[config.mk]
export PLATFORM = sky130hd
export DESIGN_NAME = nibble_serial_sub32
export DESIGN_NICKNAME = d
export VERILOG_FILES = /design/src/rtl/nibble_serial_sub32_pkg.sv /design/src/rtl/nibble_serial_sub32_sub4_bla.sv /design/src/rtl/nibble_serial_sub32.sv
export SDC_FILE = /design/constraint.sdc
export NUM_CORES = 1
export LEC_CHECK = 0
export BUFFER_PORTS_ARGS = -buffer_cell sky130_fd_sc_hd__buf_2
export CORE_ASPECT_RATIO = 1.2
export CORE_MARGIN = 4
export CORE_UTILIZATION = 45
export CTS_BUF_LIST = sky130_fd_sc_hd__clkbuf_4 sky130_fd_sc_hd__clkbuf_8 sky130_fd_sc_hd__clkbuf_16
export CTS_CLUSTER_DIAMETER = 200
export DETAILED_ROUTE_END_ITERATION = 6
export PLACE_DENSITY = 0.77
export SYNTH_ARGS = -nofsm -noshare
export SYNTH_HDL_FRONTEND = slang
export SYNTH_SLANG_ARGS = --single-unit
[constraint.sdc]
create_clock -name clk -period 2.5 [get_ports clk]
set_clock_uncertainty 0.15 [all_clocks]
set_input_delay 0.5 -clock clk [delete_from_list [all_inputs] [get_ports clk]]
set_output_delay 0.5 -clock clk [all_outputs]
set_load 0.01 [all_outputs]
[src/rtl/nibble_serial_sub32_pkg.sv]
// Shared definitions for the nibble-serial subtractor: default widths,
// derived digit count, counter width and FSM state encoding.
package sub32_pkg;

  localparam int WIDTH_DEF = 32;
  localparam int DIGIT_DEF = 4;
  localparam int N_DEF     = WIDTH_DEF / DIGIT_DEF;
  localparam int CNT_W     = $clog2(N_DEF + 1);

  typedef enum logic [1:0] {
    IDLE = 2'd0,
    RUN  = 2'd1,
    DONE = 2'd2
  } state_t;

endpackage

[src/rtl/nibble_serial_sub32_sub4_bla.sv]
// sub4_bla: DIGIT-bit borrow-lookahead subtract slice, d = a - b - bin.
// Every internal borrow is expanded as a flat generate/propagate sum of
// products, so no borrow ripples from bit to bit.
module sub4_bla #(
  parameter int DIGIT = 4
) (
  input  logic [DIGIT-1:0] a,
  input  logic [DIGIT-1:0] b,
  input  logic             bin,
  output logic [DIGIT-1:0] d,
  output logic             bout
);

  logic [DIGIT-1:0] g;
  logic [DIGIT-1:0] p;
  logic [DIGIT:0]   bw;

  assign g = ~a & b;
  assign p = ~(a ^ b);

  // Lookahead borrow i+1 = g[i] | p[i]g[i-1] | ... | p[i..0]bin
  always_comb begin
    logic prop;
    logic acc;
    bw    = '0;
    bw[0] = bin;
    prop  = 1'b1;
    acc   = 1'b0;
    for (int i = 0; i < DIGIT; i++) begin
      prop = 1'b1;
      acc  = 1'b0;
      for (int j = i; j >= 0; j--) begin
        acc  = acc | (prop & g[j]);
        prop = prop & p[j];
      end
      bw[i+1] = acc | (prop & bin);
    end
  end

  assign d    = a ^ b ^ bw[DIGIT-1:0];
  assign bout = bw[DIGIT];

endmodule

[src/rtl/nibble_serial_sub32.sv]
// nibble_serial_sub32: multi-cycle subtractor, one DIGIT-bit digit per cycle
// through a borrow-lookahead slice, LSB digit first, valid/ready on both sides.
// Optional macro ADDSUB_MODE_EN adds an 'op' input (1 = add) latched at accept.
//
// state | meaning
// IDLE  | ready for operands
// RUN   | one digit per cycle through the slice, N cycles
// DONE  | result held until out_ready
module nibble_serial_sub32
  import sub32_pkg::*;
#(
  parameter int WIDTH = WIDTH_DEF,
  parameter int DIGIT = DIGIT_DEF
) (
  input  logic             clk,
  input  logic             rst,
  input  logic             in_valid,
  output logic             in_ready,
  input  logic [WIDTH-1:0] a,
  input  logic [WIDTH-1:0] b,
  input  logic             borrow_in,
`ifdef ADDSUB_MODE_EN
  input  logic             op,
`endif
  output logic             out_valid,
  input  logic             out_ready,
  output logic [WIDTH-1:0] diff,
  output logic             borrow_out,
  output logic             zero,
  output logic             overflow
);

  localparam int N  = WIDTH / DIGIT;
  localparam int CW = $clog2(N + 1);
  localparam logic [CW-1:0] LAST = CW'(N - 1);

  state_t           state;
  state_t           state_nx;
  logic [WIDTH-1:0] a_sh;
  logic [WIDTH-1:0] b_sh;
  logic             brw;
  logic [CW-1:0]    cnt;
  logic             a_msb;
  logic             b_msb;
  logic             accept;
  logic             op_in;
  logic             mode_add;
  logic [DIGIT-1:0] s_b;
  logic [DIGIT-1:0] s_d;
  logic             s_bout;
  logic [WIDTH-1:0] diff_nx;
  logic             ovf_nx;

`ifdef ADDSUB_MODE_EN
  logic op_q;

  // Operation mode is captured with the operands
  always_ff @(posedge clk) begin
    if (rst)
      op_q <= 1'b0;
    else if (accept)
      op_q <= op;
  end

  assign op_in    = op;
  assign mode_add = op_q;
`else
  assign op_in    = 1'b0;
  assign mode_add = 1'b0;
`endif

  // Add mode reuses the subtract slice: a + b + c == a - ~b - ~c,
  // and carry out is the inverse of the final borrow.
  assign s_b = mode_add ? ~b_sh[DIGIT-1:0] : b_sh[DIGIT-1:0];

  sub4_bla #(.DIGIT(DIGIT)) u_slice (
    .a    (a_sh[DIGIT-1:0]),
    .b    (s_b),
    .bin  (brw),
    .d    (s_d),
    .bout (s_bout)
  );

  assign diff_nx = {s_d, diff[WIDTH-1:DIGIT]};
  assign ovf_nx  = mode_add ? ((a_msb == b_msb) & (s_d[DIGIT-1] != a_msb))
                            : ((a_msb != b_msb) & (s_d[DIGIT-1] != a_msb));
  assign accept  = (state == IDLE) & in_valid & ~rst;

  // State register
  always_ff @(posedge clk) begin
    if (rst)
      state <= IDLE;
    else
      state <= state_nx;
  end

  // Next-state and handshake outputs
  always_comb begin
    state_nx  = state;
    in_ready  = 1'b0;
    out_valid = 1'b0;
    case (state)
      IDLE: begin
        in_ready = ~rst;
        if (accept)
          state_nx = RUN;
      end
      RUN: begin
        if (cnt == LAST)
          state_nx = DONE;
      end
      DONE: begin
        out_valid = ~rst;
        if (out_ready)
          state_nx = IDLE;
      end
      default: state_nx = IDLE;
    endcase
  end

  // Operand shifters, digit counter, result and flag registers
  always_ff @(posedge clk) begin
    if (rst) begin
      a_sh       <= '0;
      b_sh       <= '0;
      brw        <= 1'b0;
      cnt        <= '0;
      a_msb      <= 1'b0;
      b_msb      <= 1'b0;
      diff       <= '0;
      borrow_out <= 1'b0;
      zero       <= 1'b0;
      overflow   <= 1'b0;
    end else if (accept) begin
      a_sh  <= a;
      b_sh  <= b;
      a_msb <= a[WIDTH-1];
      b_msb <= b[WIDTH-1];
      brw   <= borrow_in ^ op_in;
      cnt   <= '0;
    end else if (state == RUN) begin
      a_sh <= a_sh >> DIGIT;
      b_sh <= b_sh >> DIGIT;
      brw  <= s_bout;
      cnt  <= cnt + 1'b1;
      diff <= diff_nx;
      if (cnt == LAST) begin
        borrow_out <= s_bout ^ mode_add;
        zero       <= (diff_nx == '0);
        overflow   <= ovf_nx;
      end
    end
  end

endmodule
* Word-level counts from Yosys, hierarchy flattened
Index checks and enable logic that the tools add are counted.
Word-level totals: bits in registers 108, bits in latches 0, memory bits (writable) 0, memory bits (read-only) 0, logic and storage cells 75, memories 0
Cells by class: add/subtract/negate cells 1, multipliers 0, divide/modulo/power cells 0, order comparisons 0, equal/unequal tests 8, shift operators 0, multiplexer cells 12, bitwise logic cells 36, reductions and logical operators 7
Operators by type and width (number):
- 2-to-1 mux 32 bit | 4
- zero test 32 bit | 1
- bitwise AND 1 bit | 19
- OR 1 bit | 10
- NOT 4 bit | 2
- bitwise XOR 4 bit | 2
- 2-to-1 mux 2 bit | 3
- inequality test 2 bit (second input constant) | 3
- case mux 2 bit (3 select lines) | 1
- AND reduction 3 bit | 2
- adder 4 x 1 -> 4 bit (second input constant) | 1
- bitwise AND 4 bit | 1
- equality test 4 x 3 -> 1 bit (second input constant) | 1
- 2-to-1 mux 1 bit | 4
- equality test 2 x 1 -> 1 bit (second input constant) | 1
- equality test 2 bit (second input constant) | 1
- zero test 2 bit | 1
- inequality test 1 bit | 2
- NOT 1 bit | 2
- AND reduction 2 bit | 1
- nonzero test 2 bit | 1
- OR reduction 2 bit | 1

* Depth between registers and ports, before layout
depth after elaboration 9, mapped depth 7

* Modules after synthesis
A second synthesis with hierarchy kept.
Second synthesis, totals: cell total of the unflattened synthesis 544, area, all modules 4631.9 um2
By module, submodules not included:
- nibble_serial_sub32 | times used 1, cells each 517, area each 4435.5 um2
- sub4_bla | times used 1, cells each 27, area each 196.4 um2

* Worst setup path after synthesis
OpenSTA, ideal clock, no wires.
path type reg2reg, start point reg a_sh[0], end point reg overflow, setup time 0.091 ns, data arrival time 1.628 ns, path slack 0.631 ns, stages on the path, launching flop included 7, path buffers 0, period minus slack after synthesis 1.869 ns, cells stage by stage dfxtp_1 inv_1 ha_1 a21oi_1 nor2_1 or4_1 a311oi_1
On the way: longest elaborated chain between the ends 8, elaborated cells between the ends (all ways) 12, classes of those cells 1 x eq/ne; 11 x bitwise
Ends and longest elaborated chain:
- from (decl) | RTL line nibble_serial_sub32.sv:39 | logic [WIDTH-1:0] a_sh;
- from (signal assigned) | RTL line nibble_serial_sub32.sv:142 | a_sh <= a_sh >> DIGIT;
- NOT 4 bit or bitwise XOR 4 bit (tied branches) | RTL line nibble_serial_sub32_sub4_bla.sv:18, nibble_serial_sub32_sub4_bla.sv:19
- bitwise AND 4 bit or NOT 4 bit (tied branches) | RTL line nibble_serial_sub32_sub4_bla.sv:18, nibble_serial_sub32_sub4_bla.sv:19
- bitwise AND 1 bit (on tied branches) | RTL line nibble_serial_sub32_sub4_bla.sv:33, nibble_serial_sub32_sub4_bla.sv:34
- OR 1 bit or bitwise AND 1 bit (tied branches) | RTL line nibble_serial_sub32_sub4_bla.sv:33, nibble_serial_sub32_sub4_bla.sv:36
- OR 1 bit (*) | RTL line nibble_serial_sub32_sub4_bla.sv:36 | bw[i+1] = acc | (prop & bin);
- bitwise XOR 4 bit (*) | RTL line nibble_serial_sub32_sub4_bla.sv:40 | assign d = a ^ b ^ bw[DIGIT-1:0];
- inequality test 1 bit (*) | RTL line nibble_serial_sub32.sv:86 | : ((a_msb != b_msb) & (s_d[DIGIT-1] != a_msb));
- bitwise AND 1 bit (*) | RTL line nibble_serial_sub32.sv:86
- to (signal assigned) | RTL line nibble_serial_sub32.sv:150 | overflow <= ovf_nx;
- to (decl) | RTL line nibble_serial_sub32.sv:30 | output logic overflow
Mark *: on every way between the ends. The rest lies on a longest branch, timed or not. A chain may end at the register's enable or synchronous reset.

* Final worst setup path
start point reg a_sh[1], end point reg overflow
On the way: longest elaborated chain between the ends 9, elaborated cells between the ends (all ways) 15, classes of those cells 1 x eq/ne; 14 x bitwise
Ends and longest elaborated chain:
- NOT 4 bit or bitwise XOR 4 bit (tied branches) | RTL line nibble_serial_sub32_sub4_bla.sv:18, nibble_serial_sub32_sub4_bla.sv:19
- bitwise AND 4 bit or NOT 4 bit (tied branches) | RTL line nibble_serial_sub32_sub4_bla.sv:18, nibble_serial_sub32_sub4_bla.sv:19
- bitwise AND 1 bit (on tied branches) | RTL line nibble_serial_sub32_sub4_bla.sv:33, nibble_serial_sub32_sub4_bla.sv:34
- OR 1 bit, or another cell as far along | RTL line nibble_serial_sub32_sub4_bla.sv:33 | acc = acc | (prop & g[j]);
- OR 1 bit or bitwise AND 1 bit (tied branches) | RTL line nibble_serial_sub32_sub4_bla.sv:33, nibble_serial_sub32_sub4_bla.sv:36
- OR 1 bit (*) | RTL line nibble_serial_sub32_sub4_bla.sv:36
- bitwise XOR 4 bit (*) | RTL line nibble_serial_sub32_sub4_bla.sv:40
- inequality test 1 bit (*) | RTL line nibble_serial_sub32.sv:86
- bitwise AND 1 bit (*) | RTL line nibble_serial_sub32.sv:86
Marks and branches as above.

==> impl_metrics.env <==
export IMPL_cp_capture_type="flip-flop"
export IMPL_worst_r2r_endpoint="overflow$_SDFFE_PP0P_"
export IMPL_gp_congestion=0.825
export IMPL_cap_viol_max_count=0
export IMPL_leakage_nw=2.02
export IMPL_worst_setup_path_start_kind="flip-flop"
export IMPL_cts_root_buffer_cell="sky130_fd_sc_hd__clkbuf_8"
export IMPL_dieWidth_um=97.4
export IMPL_cts_hold_fix_buffers=0
export IMPL_grt_start_max_net_pins=69
export IMPL_ff2ff_path_depth=6
export IMPL_tightestPinTransition_ps=468
export IMPL_synthDominantCellAreaShare_pct=50.1
export IMPL_initial_core_util_pct=46.8
export IMPL_period_minus_slack_ps=2070
export IMPL_yosysWarningCount=0
export IMPL_floorplan_die_area_um2=11200
export IMPL_antenna_violating_nets_post_route=0
export IMPL_ys_top_cells_by_area="sky130_fd_sc_hd__dfxtp_1 (50%), sky130_fd_sc_hd__a21oi_1 (11%), sky130_fd_sc_hd__nand2_1 (11%), sky130_fd_sc_hd__a22oi_1 (9.9%), sky130_fd_sc_hd__buf_2 (2.0%)"
export IMPL_worstHoldEndpoint="b_sh[30]$_SDFFE_PP0P_"
export IMPL_fmax_ghz=0.483
export IMPL_worst_setup_hold_path_clk_slew_ps=100
export IMPL_max_vdd_ir_drop_mv=0.310
export IMPL_num_rows=38
export IMPL_post_drt_via_cell_ratio=5.46
export IMPL_syn_mean_instance_area_um2=8.38
export IMPL_slew_violations=0
export IMPL_critical_path_slowest_cell="sky130_fd_sc_hd__or4_1"
export IMPL_rrSetupSlack_ps=430
export IMPL_cells_after_synth=515
export IMPL_cp_data_arrival_time_ps=2180
export IMPL_clockBufferDepth=2
export IMPL_mappedNetlistNets=590
export IMPL_firstDrtPassIters=5
export IMPL_hold_path_class="in2reg"
export IMPL_cts_resized_gates=0
export IMPL_hpwl_um=7410
export IMPL_cts_tree="done"
export IMPL_num_io_pins=106
export IMPL_synth_largest_area_cell="sky130_fd_sc_hd__dfxtp_1"
export IMPL_wl_um=10600
export IMPL_layout_common_cells="sky130_fd_sc_hd__nand2_1 (125), sky130_fd_sc_hd__dfxtp_1 (108), sky130_fd_sc_hd__buf_2 (104), sky130_fd_sc_hd__a21oi_1 (98), sky130_fd_sc_hd__a22oi_1 (57)"
export IMPL_syn2layout_area_growth_pct=18.6
export IMPL_grt_ovfl_total=0
export IMPL_finish_net_count=672
export IMPL_pre_cts_ws_ps=476
export IMPL_most_frequent_standard_cell_in_the_layout_excluding_fill_and_tap_cells="sky130_fd_sc_hd__nand2_1"
export IMPL_worst_hold_startpoint="b[30]"
export IMPL_num_vias=3941
export IMPL_yosysUniqueCellTypes=38
export IMPL_cts_sinks=108
export IMPL_wire_length_of_the_first_global_routing_pass_um=17300
export IMPL_worstHoldPathCells=3
export IMPL_synth_async_sr_flop_share_pct=0
export IMPL_remaining_max_slew_budget_at_the_tightest_pin_pct=68.8
export IMPL_drt_drc_violations_left=0
export IMPL_first_global_vias=3706
export IMPL_detailedRoute_firstIterationViolations=225
export IMPL_portBuffers=105
export IMPL_grt_setup_unrepaired="no"
export IMPL_postCtsSetupBuffers=0
export IMPL_layout_drive_gt1_share_pct=22.3
export IMPL_filler_cell_count=867
export IMPL_worst_path_largest_cell_delay_ps=470
export IMPL_source_of_the_worst_register_to_register_timing_path="a_sh[1]$_SDFFE_PP0P_"
export IMPL_design_core_area_um2=9220
export IMPL_hold_violations=0
export IMPL_crit_required_ps=2610
export IMPL_cts_inserted_buffers=9
export IMPL_timing_critical_path_cells="inv_1 -> ha_1 -> o21ai_0 -> o21a_1 -> or4_1 -> a311oi_1"
export IMPL_worst_setup_path_type="reg2reg"
export IMPL_synth_area_um2=4320
export IMPL_setup_viol=0
export IMPL_power_per_cell_area_nw_per_um2=668
export IMPL_htreeDepth=3
export IMPL_dieHeight_um=115
export IMPL_n_antenna_cell=0
export IMPL_period_share_pct=82.9
export IMPL_wl_per_cell_um=14.7
export IMPL_seq_area_frac_synth_pct=50.1
export IMPL_grt_util_all_layers_pct=18.7
export IMPL_worst_skew_pair_late_latency_ps=360
export IMPL_timing_critical_path_fanout_max=4
export IMPL_antenna_found_initial=0
export IMPL_fin_ws_ps=428
export IMPL_synth_seq_cells=108
export IMPL_synth_top_flop_cell="sky130_fd_sc_hd__dfxtp_1"
export IMPL_fin_tns_setup_ps=0
export IMPL_synth_edf_count=0
export IMPL_run_status="finished clean"
[flip-flops by register name, summed over array words and instances (netlist names)]
| register | cells |
|---|---|
| a_sh | 32 |
| b_sh | 32 |
| diff | 32 |
| cnt | 4 |
| state | 2 |
| a_msb | 1 |
| b_msb | 1 |
| borrow_out | 1 |
| brw | 1 |
| overflow | 1 |
| zero | 1 |
[Yosys cell counts, types with 2 or more instances]
| cell type | count |
|---|---|
| sky130_fd_sc_hd__or4_1 | 3 |
| sky130_fd_sc_hd__a22oi_1 | 57 |
| sky130_fd_sc_hd__nor4b_1 | 2 |
| sky130_fd_sc_hd__a2bb2oi_1 | 2 |
| sky130_fd_sc_hd__nor3b_1 | 4 |
| sky130_fd_sc_hd__buf_2 | 17 |
| sky130_fd_sc_hd__ha_1 | 5 |
| sky130_fd_sc_hd__nand3_1 | 5 |
| sky130_fd_sc_hd__inv_1 | 5 |
| sky130_fd_sc_hd__a211oi_1 | 4 |
| sky130_fd_sc_hd__xor2_1 | 3 |
| sky130_fd_sc_hd__nand2_1 | 125 |
| sky130_fd_sc_hd__nor4_1 | 4 |
| sky130_fd_sc_hd__dfxtp_1 | 108 |
| sky130_fd_sc_hd__clkbuf_1 | 22 |
| sky130_fd_sc_hd__nor2_1 | 15 |
| sky130_fd_sc_hd__buf_4 | 3 |
| sky130_fd_sc_hd__nor2b_1 | 5 |
| sky130_fd_sc_hd__nand2b_1 | 2 |
| sky130_fd_sc_hd__a21oi_1 | 98 |
| sky130_fd_sc_hd__xnor2_1 | 2 |
| sky130_fd_sc_hd__nor3_1 | 8 |
[power by group]
part	internal (mW)	switching, mW
clock network	0.520	0.574
logic	0.186	0.277
registers	1.81	0.0579
[layout make-up]
cell class / count / area (um^2) / share of cell area, %
sequential: 108 / 2160 / 42.2
multi-input combinational: 360 / 1960 / 38.4
timing repair buffer: 113 / 613 / 12.0
clock buffer: 11 / 151 / 2.96
tap: 120 / 150 / 2.93
clock inverter: 5 / 58.8 / 1.15
inverter: 5 / 18.8 / 0.367
[worst max-delay path, delay by kind of cell (launching register included)]
| family | cells | cell delay [ps] |
|---|---|---|
| AO/OA/AOI/OAI | 3 | 610 |
| adder cells (fa/ha/maj) | 1 | 350 |
| buffers and inverters | 1 | 50 |
| AND/OR/NAND/NOR | 1 | 470 |
| flip-flops | 1 | 340 |
[per-stage QoR]
step | power (mW) | util [%] | cell area (um^2) | cells | hold slack [ps]
6_report | 3.42 | 55.5 | 5120 | 722 | 216
4_1_cts | 3.45 | 55.5 | 5120 | 722 | 204
2_1_floorplan | 2.21 | - | 4320 | 515 | 286
3_3_place_gp | 2.35 | 53.2 | 4910 | 706 | 292
5_1_grt | 3.60 | 55.5 | 5120 | 722 | 219
3_5_place_dp | 2.37 | 53.2 | 4910 | 706 | 297
[per-layer routing]
layer	routed length, um	vias to the layer above	global-route usage, %
met2	5290	104	30.0
li1	-	1956	-
met1	4570	1865	24.5
met5	0	-	0
met4	174	0	7.94
met3	609	16	4.19
[worst max path at each step]
stage          cells past startpoint                  start               endpoint
2_1_floorplan                      6   a_sh[0]$_SDFFE_PP0P_  overflow$_SDFFE_PP0P_
3_3_place_gp                       6   a_sh[1]$_SDFFE_PP0P_  overflow$_SDFFE_PP0P_
3_5_place_dp                       6   a_sh[1]$_SDFFE_PP0P_  overflow$_SDFFE_PP0P_
4_1_cts                            6   a_sh[1]$_SDFFE_PP0P_  overflow$_SDFFE_PP0P_
5_1_grt                            2  state[1]$_SDFFE_PP0P_              out_valid
6_report                           6   a_sh[1]$_SDFFE_PP0P_  overflow$_SDFFE_PP0P_
[cells by family after synthesis]
logic type | count (synthesis) | synth area share, %
compound gates | 167 | 23.4
xor+xnor | 5 | 1.01
fa+ha+maj | 6 | 1.91
buf+inv | 47 | 4.84
flops | 108 | 50.1
mux | 1 | 0.232
simple gates | 181 | 18.5
(Power assumes the default switching activity.)
